`src/rtl/note_pattern_seq_pkg.sv`:
```
// Shared definitions for the note pattern sequencer: lane width, FSM encoding, lane bits.
package note_pkg;

  localparam int NOTE_LANES = 5;

  localparam logic [1:0] ST_IDLE = 2'd0;
  localparam logic [1:0] ST_PLAY = 2'd1;
  localparam logic [1:0] ST_DONE = 2'd2;

  typedef enum logic [1:0] {
    IDLE = ST_IDLE,
    PLAY = ST_PLAY,
    DONE = ST_DONE
  } state_t;

  localparam logic [NOTE_LANES-1:0] GREEN  = 5'b00001;
  localparam logic [NOTE_LANES-1:0] RED    = 5'b00010;
  localparam logic [NOTE_LANES-1:0] YELLOW = 5'b00100;
  localparam logic [NOTE_LANES-1:0] BLUE   = 5'b01000;
  localparam logic [NOTE_LANES-1:0] ORANGE = 5'b10000;

endpackage

```
`src/rtl/note_pattern_seq_if.sv`:
```
// Control/table/playback bundle for note_pattern_seq. NOTE_SEQ_LOOKAHEAD_EN adds next_notes.
interface note_pattern_seq_if #(
  parameter int LANES  = note_pkg::NOTE_LANES,
  parameter int DEPTH  = 32,
  parameter int ADDR_W = $clog2(DEPTH),
  parameter int LOOP_W = 8
);
  logic              wr_en;
  logic [ADDR_W-1:0] wr_addr;
  logic [LANES-1:0]  wr_data;
  logic              start;
  logic              stop;
  logic              beat;
  logic [ADDR_W-1:0] loop_len;
  logic [LOOP_W-1:0] loop_cnt;
  logic [LANES-1:0]  exp_notes;
  logic [ADDR_W-1:0] step;
  logic              playing;
  logic              done;
`ifdef NOTE_SEQ_LOOKAHEAD_EN
  logic [LANES-1:0]  next_notes;

  modport master (
    output wr_en, wr_addr, wr_data, start, stop, beat, loop_len, loop_cnt,
    input  exp_notes, step, playing, done, next_notes
  );
  modport slave (
    input  wr_en, wr_addr, wr_data, start, stop, beat, loop_len, loop_cnt,
    output exp_notes, step, playing, done, next_notes
  );
`else
  modport master (
    output wr_en, wr_addr, wr_data, start, stop, beat, loop_len, loop_cnt,
    input  exp_notes, step, playing, done
  );
  modport slave (
    input  wr_en, wr_addr, wr_data, start, stop, beat, loop_len, loop_cnt,
    output exp_notes, step, playing, done
  );
`endif
endinterface

```
`src/rtl/note_pattern_seq_ram.sv`:
```
// DEPTH x LANES pattern table: synchronous write, combinational read.
// NOTE_SEQ_LOOKAHEAD_EN adds a second read port for the look-ahead step.
module note_pattern_ram #(
  parameter int LANES  = note_pkg::NOTE_LANES,
  parameter int DEPTH  = 32,
  parameter int ADDR_W = $clog2(DEPTH)
) (
  input  logic              clk,
  input  logic              we,
  input  logic [ADDR_W-1:0] waddr,
  input  logic [LANES-1:0]  wdata,
  input  logic [ADDR_W-1:0] raddr,
  output logic [LANES-1:0]  rdata
`ifdef NOTE_SEQ_LOOKAHEAD_EN
  ,
  input  logic [ADDR_W-1:0] raddr_b,
  output logic [LANES-1:0]  rdata_b
`endif
);
  logic [LANES-1:0] mem [DEPTH];

  always_ff @(posedge clk) begin
    if (we) mem[waddr] <= wdata;
  end

  assign rdata = mem[raddr];
`ifdef NOTE_SEQ_LOOKAHEAD_EN
  assign rdata_b = mem[raddr_b];
`endif
endmodule

```
`src/rtl/note_pattern_seq.sv`:
```
// Beat-driven note pattern sequencer: table playback with programmable loop length and repeat count.
// Optional macro NOTE_SEQ_LOOKAHEAD_EN adds the registered next_notes output.
module note_pattern_seq
  import note_pkg::*;
#(
  parameter int LANES  = NOTE_LANES,
  parameter int DEPTH  = 32,
  parameter int ADDR_W = $clog2(DEPTH),
  parameter int LOOP_W = 8
) (
  input  logic clk,
  input  logic resetn,
  note_pattern_seq_if.slave bus
);
  state_t            state;
  logic [ADDR_W-1:0] step, step_nx;
  logic [LOOP_W-1:0] loops, loops_inc;
  logic [LOOP_W:0]   loops_p1;
  logic              wrap, last_loop, ram_we;
  logic [LANES-1:0]  rd_cur, exp_notes;

  assign ram_we = bus.wr_en && (state == IDLE);

  always_comb begin
    // An all-ones step also wraps, covering loop_len dropping below the current step.
    wrap      = (step == bus.loop_len) || (&step);
    step_nx   = wrap ? '0 : step + 1'b1;
    loops_inc = (&loops) ? loops : loops + 1'b1;
    loops_p1  = {1'b0, loops} + 1'b1;
    last_loop = (bus.loop_cnt != '0) && (loops_p1 == {1'b0, bus.loop_cnt});
  end

`ifdef NOTE_SEQ_LOOKAHEAD_EN
  logic [LANES-1:0] rd_next, next_notes;

  note_pattern_ram #(.LANES(LANES), .DEPTH(DEPTH), .ADDR_W(ADDR_W)) u_ram (
    .clk(clk), .we(ram_we), .waddr(bus.wr_addr), .wdata(bus.wr_data),
    .raddr(step), .rdata(rd_cur), .raddr_b(step_nx), .rdata_b(rd_next)
  );

  always_ff @(posedge clk or negedge resetn) begin
    if (!resetn) next_notes <= '0;
    else         next_notes <= (state == PLAY && !bus.stop) ? rd_next : '0;
  end

  assign bus.next_notes = next_notes;
`else
  note_pattern_ram #(.LANES(LANES), .DEPTH(DEPTH), .ADDR_W(ADDR_W)) u_ram (
    .clk(clk), .we(ram_we), .waddr(bus.wr_addr), .wdata(bus.wr_data),
    .raddr(step), .rdata(rd_cur)
  );
`endif

  always_ff @(posedge clk or negedge resetn) begin
    if (!resetn) begin
      state     <= IDLE;
      step      <= '0;
      loops     <= '0;
      exp_notes <= '0;
    end else begin
      // stop clears the note output together with the state, so IDLE never shows a stale step.
      exp_notes <= (state == PLAY && !bus.stop) ? rd_cur : '0;
      if (bus.stop) begin
        state <= IDLE;
        step  <= '0;
        loops <= '0;
      end else begin
        case (state)
          IDLE: begin
            if (bus.start) begin
              state <= PLAY;
              step  <= '0;
              loops <= '0;
            end
          end
          PLAY: begin
            if (bus.beat) begin
              step <= step_nx;
              if (wrap) begin
                loops <= loops_inc;
                if (last_loop) state <= DONE;
              end
            end
          end
          DONE:    state <= IDLE;
          default: state <= IDLE;
        endcase
      end
    end
  end

  assign bus.exp_notes = exp_notes;
  assign bus.step      = step;
  assign bus.playing   = (state == PLAY);
  assign bus.done      = (state == DONE);
endmodule
```
`src/flat_wrapper.sv`:
```
// flat-port wrapper written by rule: the top's interface ports become plain ports
module note_pattern_seq_flat import note_pkg::*;
#(
  parameter int LANES  = NOTE_LANES,
  parameter int DEPTH  = 32,
  parameter int ADDR_W = $clog2(DEPTH),
  parameter int LOOP_W = 8
)
  (clk, resetn, bus_wr_en, bus_wr_addr, bus_wr_data, bus_start, bus_stop, bus_beat, bus_loop_len, bus_loop_cnt, bus_exp_notes, bus_step, bus_playing, bus_done);
  note_pattern_seq_if #(.LANES(LANES), .DEPTH(DEPTH), .ADDR_W(ADDR_W), .LOOP_W(LOOP_W)) bus_i ();
  input  logic clk;
  input  logic resetn;
  input wire logic [$bits(bus_i.wr_en)-1:0] bus_wr_en;
  input wire logic [$bits(bus_i.wr_addr)-1:0] bus_wr_addr;
  input wire logic [$bits(bus_i.wr_data)-1:0] bus_wr_data;
  input wire logic [$bits(bus_i.start)-1:0] bus_start;
  input wire logic [$bits(bus_i.stop)-1:0] bus_stop;
  input wire logic [$bits(bus_i.beat)-1:0] bus_beat;
  input wire logic [$bits(bus_i.loop_len)-1:0] bus_loop_len;
  input wire logic [$bits(bus_i.loop_cnt)-1:0] bus_loop_cnt;
  output wire logic [$bits(bus_i.exp_notes)-1:0] bus_exp_notes;
  output wire logic [$bits(bus_i.step)-1:0] bus_step;
  output wire logic [$bits(bus_i.playing)-1:0] bus_playing;
  output wire logic [$bits(bus_i.done)-1:0] bus_done;
  assign bus_i.wr_en = bus_wr_en;
  assign bus_i.wr_addr = bus_wr_addr;
  assign bus_i.wr_data = bus_wr_data;
  assign bus_i.start = bus_start;
  assign bus_i.stop = bus_stop;
  assign bus_i.beat = bus_beat;
  assign bus_i.loop_len = bus_loop_len;
  assign bus_i.loop_cnt = bus_loop_cnt;
  assign bus_exp_notes = bus_i.exp_notes;
  assign bus_step = bus_i.step;
  assign bus_playing = bus_i.playing;
  assign bus_done = bus_i.done;
  note_pattern_seq #(.LANES(LANES), .DEPTH(DEPTH), .ADDR_W(ADDR_W), .LOOP_W(LOOP_W)) u_core (.clk(clk), .resetn(resetn), .bus(bus_i));
endmodule
```
`config.mk`:
```
export PLATFORM = sky130hd
export DESIGN_NAME = note_pattern_seq_flat
export DESIGN_NICKNAME = d
export VERILOG_FILES = /design/src/rtl/note_pattern_seq_pkg.sv /design/src/rtl/note_pattern_seq_if.sv /design/src/rtl/note_pattern_seq_ram.sv /design/src/rtl/note_pattern_seq.sv /design/src/flat_wrapper.sv
export SDC_FILE = /design/constraint.sdc
export NUM_CORES = 1
export LEC_CHECK = 0
export BUFFER_PORTS_ARGS = -buffer_cell sky130_fd_sc_hd__buf_2
export CAP_MARGIN = 20
export CORE_MARGIN = 8
export CORE_UTILIZATION = 38
export DETAILED_ROUTE_END_ITERATION = 10
export GPL_TIMING_DRIVEN = 0
export SYNTH_ARGS = -nofsm -noshare
export SYNTH_HDL_FRONTEND = slang
export SYNTH_SLANG_ARGS = --single-unit
```
`constraint.sdc`:
```
create_clock -name clk -period 2.4 [get_ports clk]
set_clock_uncertainty 0.1 [all_clocks]
set_input_delay 0.12 -clock clk [delete_from_list [all_inputs] [get_ports clk]]
set_output_delay 0.12 -clock clk [all_outputs]
set_load 0.05 [all_outputs]
```
==> results of run 1 <==
## cells by family after synthesis
family          synth area share, %
compound gates                 5.47
xor+xnor                       1.82
fa+ha+maj                     0.491
buf+inv                        1.78
flops                          69.4
mux                            12.3
simple gates                   8.72
## cell usage in the layout (no fill, tap or decap), drive strengths merged, types with 3 or more instances in the layout
master | Yosys | routed
xor2 | 9 | 9
nand4 | 4 | 4
nand2b | 8 | 8
o31ai | 9 | 9
xnor2 | 6 | 6
a22o | 4 | 4
edfxtp | 160 | 160
mux4 | 30 | 30
nor2b | 9 | 9
nor4 | 6 | 6
nand3 | 9 | 9
buf | 17 | 58
dlygate4sd3 | 0 | 5
mux2i | 12 | 12
nor3 | 8 | 8
a21oi | 8 | 8
o21ai | 18 | 18
inv | 2 | 4
o22ai | 4 | 4
nand2 | 32 | 32
a211oi | 7 | 7
or3 | 4 | 4
nor2 | 47 | 47
nand3b | 4 | 4
clkbuf | 8 | 26
ha | 3 | 3
clkinv | 0 | 5
dfrtp | 20 | 20
clkinvlp | 0 | 3
mux2 | 13 | 13
## state kept, by name, summed over array words and instances (netlist names)
name,flops
u_core.bus.exp_notes,5
u_core.bus.step,5
u_core.loops,8
u_core.state,2
u_core.u_ram.mem,160
## power by group
part,leakage (nW),total (W),internal [W],switching [W]
clock,0.266,0.00266,0.00152,0.00114
sequential,1.71,0.00345,0.00343,0.0000112
combinational,0.960,0.000396,0.000150,0.000246
## path summary, 6_finish.rpt
| kind | startpoint | endpoint | slack, ps | depth (start not counted) |
|---|---|---|---|---|
| worst max register to register | u_core.bus.step[0] | u_core.bus.exp_notes[2] | 90 | 6 |
| worst min-delay path | bus_beat | u_core.state[0] | 40 | 5 |
| max in group asynchronous | resetn | u_core.bus.step[2] | 1750 | 2 |
| min in group asynchronous | resetn | u_core.bus.exp_notes[3] | 100 | 2 |
| worst min register to register | u_core.loops[5] | u_core.loops[5] | 470 | 1 |
| worst max-delay path | u_core.bus.step[0] | u_core.bus.exp_notes[2] | 90 | 6 |
## worst register-to-register path, delay by kind of cell, from the launching register on
family | cells | cell delay, ps
and+or+nand+nor | 1 | 90
AOI/OAI and AO/OA | 1 | 260
muxes | 2 | 830
buffers and inverters | 2 | 450
DFF | 1 | 430
## through the flow
stage                     power [W]  hold slack, ps
after detailed placement    0.00389            2.77
after global routing        0.00670            72.6
after global placement      0.00388           -4.34
final                       0.00650            43.0
after floorplan             0.00373            -276
after CTS                   0.00654            19.0
## routing by layer
layer	global-route usage (%)	part of all wire [%]	vias to the layer above
met5	0	0	-
met4	5.76	1.6	0
met3	3.33	6.0	17
met2	23.8	49	138
met1	18.2	44	2222
li1	-	-	2014
## area by class of cell
class	instances	area, um^2	area share [%]
plain buffers	23	145	1.63
clock buffers	18	429	4.82
clock inverters	12	131	1.48
inverters	2	7.51	0.0844
multi-input cells	275	2270	25.5
flip-flops and latches	180	5310	59.6
well taps	270	338	3.80
repair buffers	48	273	3.06
## repair_timing
| action | CTS | global route |
|---|---|---|
| setup endpoints to repair | 69 | 119 |
| endpoints found under the hold margin | 22 | 0 |
| hold buffers | 5 | 0 |
| cloned | 0 | 0 |
| pin swaps | 1 | 2 |
| gates resized for setup | 7 | 24 |
| buffers inserted | 2 | 1 |
==> run_results.csv, run 1 <==
group,metric,value,unit
outcome,status,"completed",
sta,timing.setup.tns,0,ps
final_layout,area.growth.synth_to_final,16.4,%
floorplan,core,0.0200,mm^2
clock_tree,cts-root-buf,"sky130_fd_sc_hd__clkbuf_16",
synthesis,yosys_warnings,0,
route,avgViaCountPerCell,5.30,
route,route.vias.total,4391,
global_routing,track_usage,14.5,%
sta,final_min_period_over_clock_period,96.1,%
final_layout,count_of_fill_cells_added_during_filler_insertion,1785,
synthesis,async_flop_share,11.1,%
sta,report.final.slew_viol_count,0,
route,wire_per_inst,20.5,um
route,drt-initial-drc-count,288,
sta,rsz0062_at_grt,"yes",
synthesis,post-synth-top-area-fraction,62.8,%
critical_path,critical-path-top-cell-by-count,"sky130_fd_sc_hd__buf_6",
synthesis,synth_ff_type,"sky130_fd_sc_hd__edfxtp_1",
min_path,min_path_type,"input pin to flop",
sta,min_period,2310,ps
sta,worst_slew_pin_slew,620,ps
clock_tree,clock_insertion_delay_worst_skew,430,ps
final_layout,final_area,0.00890,mm^2
synthesis,leading_cell_type_by_number_of_instances_after_synthesis,"sky130_fd_sc_hd__edfxtp_1",
synthesis,syn_nets,514,
global_routing,via_count_of_the_first_global_routing_pass,4655,
sta,highest_achievable_clock_rate,434,MHz
global_routing,antenna_violations_before_repair,0,
placement,pre_cts_ws,-114,ps
final_layout,drive_gt1_share,28.1,%
critical_path,worstPathArrival,2490,ps
clock_tree,cts.sink_count,180,
final_layout,finish.net_count,579,
critical_path,critical_path.max_fanout,10,
synthesis,synth.distinct_cells,48,
synthesis,synthesis.area_per_instance,15.9,um^2
synthesis,synth_area,0.00764,mm^2
final_layout,finalNonFillerCells,828,
floorplan,die_w,158,um
sta,timing_hold_violations_final,0,
placement,port_buffers,40,
final_layout,final_core_util,44.6,%
synthesis,top_cells_by_area_in_the_synthesized_netlist,"sky130_fd_sc_hd__edfxtp_1, sky130_fd_sc_hd__mux4_2, sky130_fd_sc_hd__dfrtp_1",
critical_path,crit_path_cell_trace,"buf_6 -> buf_6 -> mux4_2 -> mux2_2 -> o21ai_1 -> nor4_1",
synthesis,ys_top_cells_by_count,"sky130_fd_sc_hd__edfxtp_1, sky130_fd_sc_hd__nor2_1, sky130_fd_sc_hd__nand2_1",
sta,setup_ws_post_layout,93.8,ps
synthesis,synth.ff_latch_count,180,
global_routing,grt_overflow,0,
job,timing.max_cap.violations,0,
critical_path,cpMaxStageDelayCell,"sky130_fd_sc_hd__mux4_2",
power,max-vdd-ir-drop,0.506,mV
critical_path,timing.setup.critical_path_class,"flop to flop",
route,antenna_violating_nets_post_route,0,
final_layout,num_antenna_cells,0,
critical_path,critical_path_required,2580,ps
critical_path,worst_setup_path_start_kind,"flop",
sta,final_setup_violating_endpoints,0,
critical_path,timing.critical_path.buf_inv,2,
critical_path,timing.critical_path.to_type,"flop",
sta,max_slew_margin,58.7,%
floorplan,die_area,0.0249,mm^2
route,drc_errors,0,
placement,numPlacedInstances,792,
critical_path,cp_top_family,"multiplexers",
floorplan,placement_rows,52,
synthesis,postSynthCellCount,482,
clock_tree,numCtsBuffers,17,
synthesis,number_of_enable_flip_flop_cells_after_synthesis,160,
route,wl,17000,um
floorplan,ios,41,
power,powerDensity,730,mW/mm^2
placement,place_area,0.00819,mm^2
power,leakage_power_summed_over_all_cells,2.94,nW
critical_path,largest_stage_delay_worst_path,520,ps
global_routing,grt_start_max_net_pins,33,
placement,final_weighted_congestion_of_routability_driven_global_placement,0.910,
global_routing,global_route_wire_length_before_repair,26600,um
clock_tree,cts_tree,"done",
clock_tree,clk_transition_reported_paths,60,ps
floorplan,initial_utilization,38.3,%
placement,dp_hpwl,11700,um
floorplan,dieHeight,158,um
clock_tree,clockBufferDepth,2,
clock_tree,htree_levels,4,
synthesis,ys_seq_area_share,69.4,%
route,detail_route.first_pass.iterations,4,
synthesis,synth_top_cell_by_area,"sky130_fd_sc_hd__edfxtp_1",
No activity file was read; power rests on OpenSTA's default activity.
==> run 2: changes to the inputs <==
--- a/config.mk
+++ b/config.mk
@@ -5,12 +5,15 @@
 export SDC_FILE = /design/constraint.sdc
 export NUM_CORES = 1
 export LEC_CHECK = 0
+export ABC_AREA = 1
 export BUFFER_PORTS_ARGS = -buffer_cell sky130_fd_sc_hd__buf_2
 export CAP_MARGIN = 20
 export CORE_MARGIN = 8
 export CORE_UTILIZATION = 38
+export CTS_BUF_LIST = sky130_fd_sc_hd__clkbuf_8
 export DETAILED_ROUTE_END_ITERATION = 10
 export GPL_TIMING_DRIVEN = 0
+export SETUP_SLACK_MARGIN = 0.2
 export SYNTH_ARGS = -nofsm -noshare
 export SYNTH_HDL_FRONTEND = slang
 export SYNTH_SLANG_ARGS = --single-unit
==> run 2 against run 1 <==
Compared with the run above:
- clock power shrank 23%
- register-to-register slack better by 110 ps
- core utilization barely moved
- power rose by 9.5%
- final cell count increased by 30%
- area after synthesis rose by 2.8%
- critical endpoint is now u_core.u_ram.mem[17][0]
- non-clock buffer count grew 4
- wire length rose by 13%
- cell area up 1.4%
- via count grew 24%
- maximum frequency grew 5.0%
- die area grew 2.5%
==> run_results.csv, run 2 <==
group,metric,value,unit
final_layout,final_cell_mix,"sky130_fd_sc_hd__edfxtp_1, sky130_fd_sc_hd__nand2_1, sky130_fd_sc_hd__nor2_1",
synthesis,top_cells_by_area_in_the_synthesized_netlist,"sky130_fd_sc_hd__edfxtp_1, sky130_fd_sc_hd__nand2_1, sky130_fd_sc_hd__dfrtp_1",
global_routing,grt.met3_usage,3.91,%
critical_path,worstPathArrival,2230,ps
sta,setup_ws_post_layout,204,ps
sta,timing.setup.tns,0,ps
critical_path,timing.critical_path.to_type,"flop",
floorplan,initial_utilization,38.8,%
final_layout,largest_reg_flops,160,
floorplan,ios,41,
power,max-vdd-ir-drop,0.368,mV
route,wire_per_inst,17.9,um
clock_tree,numCtsBuffers,17,
sta,fin_hold_ws,44.0,ps
route,antenna_violating_nets_post_route,0,
global_routing,global_route_wire_length_before_repair,29900,um
synthesis,synth.distinct_cells,27,
final_layout,top_regs,"u_core.u_ram.mem: 160 flops, u_core.loops: 8 flops",
route,drc_errors,0,
synthesis,ys_top_cells_by_count,"sky130_fd_sc_hd__edfxtp_1, sky130_fd_sc_hd__nand2_1, sky130_fd_sc_hd__nor2_1",
global_routing,grt_use_met2,23.4,%
power,p_total,0.00712,W
floorplan,die_area,0.0255,mm^2
job,timing.max_cap.violations,0,
final_layout,area.growth.synth_to_final,14.8,%
clock_tree,cts-root-buf,"sky130_fd_sc_hd__clkbuf_8",
power,powerDensity,789,mW/mm^2
clock_tree,cts_tree,"done",
route,drt-initial-drc-count,528,
sta,max_slew_margin,53.8,%
critical_path,worst_setup_path_start_kind,"flop",
final_layout,finish.net_count,822,
global_routing,grt_overflow,0,
synthesis,synth_ff_type,"sky130_fd_sc_hd__edfxtp_1",
synthesis,synthesis.area_per_instance,10.8,um^2
global_routing,global_route.usage.met1,20.7,%
global_routing,track_usage,15.2,%
power,leakage_power_summed_over_all_cells,3.30,nW
synthesis,syn_nets,759,
final_layout,num_antenna_cells,0,
clock_tree,htree_levels,4,
placement,final_weighted_congestion_of_routability_driven_global_placement,0.885,
sta,final_setup_violating_endpoints,0,
final_layout,total_area_of_multi_input_combinational_cells,0.00242,mm^2
synthesis,yosys_warnings,0,
sta,rsz0062_at_grt,"yes",
critical_path,critical_path.max_fanout,8,
placement,port_buffers,40,
placement,pre_cts_ws,-266,ps
sta,min_period,2200,ps
sta,worst_slew_pin_slew,692,ps
floorplan,dieHeight,160,um
global_routing,grt-busiest-layer,"met2",
min_path,min_path_type,"input pin to asynchronous set/reset pin",
floorplan,die_w,160,um
clock_tree,cts.sink_count,180,
synthesis,post-synth-top-area-fraction,61.2,%
final_layout,final-seq-area,0.00531,mm^2
final_layout,layout_commonest_cell,"sky130_fd_sc_hd__edfxtp_1",
critical_path,worst_r2r_setup_slack,200,ps
synthesis,synth_top_cell_by_area,"sky130_fd_sc_hd__edfxtp_1",
critical_path,critical_path_required,2440,ps
final_layout,drive_gt1_share,18.3,%
synthesis,async_flop_share,11.1,%
clock_tree,clock_insertion_delay_worst_skew,460,ps
clock_tree,clk_transition_reported_paths,100,ps
global_routing,antenna_violations_before_repair,0,
global_routing,grt_start_max_net_pins,33,
floorplan,core,0.0202,mm^2
sta,highest_achievable_clock_rate,455,MHz
route,detail_route.first_pass.iterations,5,
synthesis,synth_area,0.00786,mm^2
floorplan,placement_rows,52,
final_layout,count_of_fill_cells_added_during_filler_insertion,1875,
synthesis,leading_cell_type_by_number_of_instances_after_synthesis,"sky130_fd_sc_hd__edfxtp_1",
route,route.vias.total,5434,
final_layout,largest_register,"u_core.u_ram.mem",
route,avgViaCountPerCell,5.06,
sta,report.final.slew_viol_count,0,
synthesis,ys_seq_area_share,67.5,%
global_routing,via_count_of_the_first_global_routing_pass,5166,
synthesis,synth.ff_latch_count,180,
critical_path,regToRegStartpoint,"u_core.state[0]",
synthesis,number_of_enable_flip_flop_cells_after_synthesis,160,
placement,dp_hpwl,13400,um
sta,final_min_period_over_clock_period,91.5,%
route,wl,19200,um
synthesis,postSynthCellCount,727,
sta,timing_hold_violations_final,0,
critical_path,worstRegToRegCells,4,
critical_path,capturing_point_of_the_worst_reg2reg_path,"u_core.u_ram.mem[17][0]",
critical_path,timing.setup.critical_path_class,"flop to flop",
outcome,status,"completed",
clock_tree,clockBufferDepth,2,
==> run 2: stage by stage <==
| step | cells | util, % | cell area, um^2 |
|---|---|---|---|
| 6_report | 1073 | 44.6 | 9020 |
| 3_5_place_dp | 1037 | 41.5 | 8390 |
| 2_1_floorplan | 727 | - | 7860 |
| 3_3_place_gp | 1037 | 41.5 | 8390 |
| 4_1_cts | 1071 | 44.1 | 8910 |
| 5_1_grt | 1073 | 44.6 | 9020 |
==> run 2: metal layers <==
| layer | part of all wire, % | wire [um] |
|---|---|---|
| met5 | 0 | 0 |
| met3 | 6.9 | 1330 |
| met2 | 45 | 8650 |
| met1 | 47 | 8980 |
| met4 | 1.5 | 282 |
==> run 2: worst max-delay path, cell delays in order (launching register included) <==
cell and delay (ps):
sky130_fd_sc_hd__dfrtp_1 420, sky130_fd_sc_hd__or2_1 280, sky130_fd_sc_hd__nor2_4 290, sky130_fd_sc_hd__nand3_2 360, sky130_fd_sc_hd__nor2_2 400
==> run 2: repair_timing <==
item	CTS	global route
resized for setup	38	30
setup endpoints to repair	165	174
hold endpoints to repair	26	0
pin swaps	0	2
hold buffers	2	0
buffers inserted	0	2
==> run 2: how the worst max path moves through the flow <==
stage | start | end | cells past startpoint
final | u_core.state[0] | u_core.u_ram.mem[17][0] | 4
after global routing | u_core.state[0] | u_core.u_ram.mem[17][0] | 4
after CTS | u_core.state[0] | u_core.u_ram.mem[2][2] | 4
after detailed placement | u_core.state[0] | u_core.u_ram.mem[23][3] | 4
after global placement | u_core.state[0] | u_core.u_ram.mem[3][2] | 4
after floorplan | u_core.bus.step[1] | u_core.loops[0] | 11
==> run 2: cell type report <==
type | count | share of cell area, %
multi-input cells | 478 | 26.8
flip-flops and latches | 180 | 58.8
repair buffers | 44 | 2.75
plain buffers | 31 | 1.83
clock buffers | 17 | 2.59
inverters | 38 | 1.61
clock inverters | 15 | 1.82
well taps | 270 | 3.74
==> run 2: where the power goes <==
group / switching, W / internal (W)
clock: 0.00118 / 0.000862
sequential: 0.0000422 / 0.00348
combinational: 0.00110 / 0.000454
total: 0.00232 / 0.00479
==> run 2: logic make-up (layout without fill, tap and decap cells) <==
| family | after synthesis | after routing | synth area share (%) |
|---|---|---|---|
| simple gates | 339 | 339 | 17.8 |
| buf+inv | 69 | 145 | 3.62 |
| compound gates | 111 | 111 | 7.52 |
| fa+ha+maj | 3 | 3 | 0.478 |
| flops | 180 | 180 | 67.5 |
| xor+xnor | 5 | 5 | 0.557 |
| mux | 20 | 20 | 2.55 |
==> run 3: changes to the inputs <==
--- a/config.mk
+++ b/config.mk
@@ -13,6 +13,7 @@
 export CTS_BUF_LIST = sky130_fd_sc_hd__clkbuf_8
 export DETAILED_ROUTE_END_ITERATION = 10
 export GPL_TIMING_DRIVEN = 0
+export RECOVER_POWER = 100
 export SETUP_SLACK_MARGIN = 0.2
 export SYNTH_ARGS = -nofsm -noshare
 export SYNTH_HDL_FRONTEND = slang
==> run 3 against run 2 <==
Compared with the run above:
- the run now ends with capacitance limit, slew limit left
- wire length barely moved
- first-iteration DRC count rose by 9.8%
- sequential share of layout area rose by 0.92 points
- global-route usage did not move
- highest routed layer unchanged
==> run_results.csv, run 3 (synthesized netlist as in run 2, its figures left out) <==
group,metric,value,unit
power,clock_power_share,28.9,%
critical_path,critical_path_required,2390,ps
power,leakage_power_summed_over_all_cells,3.23,nW
route,antenna_violating_nets_post_route,0,
final_layout,largest_reg_flops,160,
job,timing.max_cap.violations,4,
placement,final_weighted_congestion_of_routability_driven_global_placement,0.885,
critical_path,regToRegStartpoint,"u_core.state[0]",
power,share_of_total_power_in_combinational_logic,21.3,%
route,drc_errors,0,
sta,highest_achievable_clock_rate,449,MHz
power,netSwitchingFraction,32.5,%
sta,min_period,2230,ps
floorplan,core,0.0202,mm^2
placement,port_buffers,40,
floorplan,die_area,0.0255,mm^2
final_layout,final_cell_mix,"sky130_fd_sc_hd__edfxtp_1, sky130_fd_sc_hd__nand2_1, sky130_fd_sc_hd__nor2_1",
critical_path,capturing_point_of_the_worst_reg2reg_path,"u_core.u_ram.mem[18][2]",
final_layout,largest_register,"u_core.u_ram.mem",
critical_path,largest_stage_delay_worst_path,520,ps
critical_path,worstRegToRegCells,4,
route,met2_length,8710,um
min_path,min_path_type,"input pin to flop",
global_routing,global_route_wire_length_before_repair,29900,um
critical_path,worst_r2r_setup_slack,170,ps
critical_path,cpMaxStageDelayCell,"sky130_fd_sc_hd__nor2_1",
power,int_pwr,0.00477,W
sta,worst_slew_pin_slew,1650,ps
critical_path,timing.critical_path.to_type,"flop",
global_routing,track_usage,15.2,%
route,wire_per_inst,17.9,um
placement,pre_cts_ws,-266,ps
critical_path,timing.critical_path.buf_inv,0,
min_path,min_delay_worst_endpoint,"u_core.state[0]",
clock_tree,numCtsBuffers,17,
min_path,worst_hold_startpoint,"bus_loop_cnt[6]",
final_layout,final-seq-area,0.00531,mm^2
power,max-vdd-ir-drop,0.370,mV
route,highest_routed_layer,"met4",
clock_tree,cts.sink_count,180,
floorplan,ios,41,
route,drt-initial-drc-count,580,
placement,dp_hpwl,13400,um
final_layout,finish.net_count,822,
clock_tree,clock_insertion_delay_worst_skew,450,ps
route,route.vias.total,5431,
floorplan,dieHeight,160,um
sta,setup_ws_post_layout,172,ps
critical_path,worstPathArrival,2220,ps
final_layout,final_core_util,43.9,%
critical_path,cp_top_family,"simple AND/OR/NAND/NOR gates",
power,p_total,0.00707,W
final_layout,top_regs,"u_core.u_ram.mem: 160 flops, u_core.loops: 8 flops",
sta,timing_hold_violations_final,0,
final_layout,area.growth.synth_to_final,13.1,%
power,p_seq_share,49.9,%
sta,max_slew_margin,-10.1,%
floorplan,die_w,160,um
sta,timing.setup.tns,0,ps
min_path,hold_path_depth,8,
global_routing,via_count_of_the_first_global_routing_pass,5166,
final_layout,drive_gt1_share,12.6,%
power,powerDensity,796,mW/mm^2
sta,rsz0062_at_grt,"yes",
global_routing,grt_overflow,0,
final_layout,count_of_fill_cells_added_during_filler_insertion,1913,
final_layout,layout_commonest_cell,"sky130_fd_sc_hd__edfxtp_1",
route,wl,19200,um
clock_tree,cts-root-buf,"sky130_fd_sc_hd__clkbuf_8",
final_layout,num_antenna_cells,0,
sta,report.final.slew_viol_count,99,
global_routing,grt_start_max_net_pins,33,
route,avgViaCountPerCell,5.06,
global_routing,antenna_violations_before_repair,0,
critical_path,critical_path.max_fanout,8,
critical_path,crit_path_cell_trace,"or2_1 -> nor2_4 -> nand3_2 -> nor2_1",
sta,fin_hold_ws,82.0,ps
final_layout,total_area_of_multi_input_combinational_cells,0.00231,mm^2
outcome,violated_checks,"capacitance limit, slew limit",
clock_tree,clk_transition_reported_paths,100,ps
clock_tree,clockBufferDepth,2,
clock_tree,htree_levels,4,
route,detail_route.first_pass.iterations,5,
floorplan,placement_rows,52,
sta,final_min_period_over_clock_period,92.8,%
critical_path,timing.setup.critical_path_class,"flop to flop",
sta,final_setup_violating_endpoints,0,
critical_path,worst_setup_path_start_kind,"flop",
route,drt-met1-wl,9020,um
floorplan,initial_utilization,38.8,%
route,wl_met3,1260,um
clock_tree,cts_tree,"done",
outcome,status,"finished, violations left",
power,net-switching-power,0.00230,W
-- run 3: repair_timing --
action                                  in CTS  in global routing
setup buffers                                0                  2
pin swaps                                    0                  2
resized for setup                           38                 30
endpoints found under the setup margin     165                174
hold buffers                                 2                  0
endpoints found under the hold margin       26                  0
-- run 3: worst max path at each step --
stage                            start                 endpoint  depth (start not counted)
floorplan           u_core.bus.step[1]          u_core.loops[0]                         11
global placement       u_core.state[0]   u_core.u_ram.mem[3][2]                          4
detailed placement     u_core.state[0]  u_core.u_ram.mem[23][3]                          4
CTS                    u_core.state[0]   u_core.u_ram.mem[2][2]                          4
global route        u_core.bus.step[3]          u_core.loops[0]                         11
finish                 u_core.state[0]  u_core.u_ram.mem[18][2]                          4
-- run 3: cell type report --
cell class                 instances  area share, %
buffer                            31           1.83
sequential                       180           59.8
tap                              270           3.80
timing repair buffer              44           2.54
clock buffer                      17           2.63
multi-input combinational        478           26.0
inverter                          38           1.63
clock inverter                    15           1.85
-- run 3: per-stage QoR --
step / cell area (um^2) / instances
finish: 8880 / 1073
global route: 8880 / 1073
CTS: 8910 / 1071
detailed placement: 8390 / 1037
global placement: 8390 / 1037
floorplan: 7860 / 727
-- run 3: routing by layer --
layer  track usage, %  vias up
li1                 -     2653
met1             20.7     2570
met2             23.4      193
met3             3.91       15
met4             5.06        0
met5                0        -
-- run 3: power groups by stage --
stage | Clock, W | Combinational, W | Sequential (W)
after global routing | 0.00219 | 0.00166 | 0.00353
final | 0.00204 | 0.00150 | 0.00352
after CTS | 0.00208 | 0.00150 | 0.00352
after detailed placement | 0 | 0.00146 | 0.00360
after floorplan | 0 | 0.000902 | 0.00366
after global placement | 0 | 0.00145 | 0.00359
-- run 3: tightest hold or removal path: stages --
cell and delay [ps]:
sky130_fd_sc_hd__buf_2 100, sky130_fd_sc_hd__nand2_1 50, sky130_fd_sc_hd__nand2_1 50, sky130_fd_sc_hd__nor2_1 40, sky130_fd_sc_hd__nand3_1 80, sky130_fd_sc_hd__nand2_1 70, sky130_fd_sc_hd__nand3_1 70, sky130_fd_sc_hd__nand2_1 50
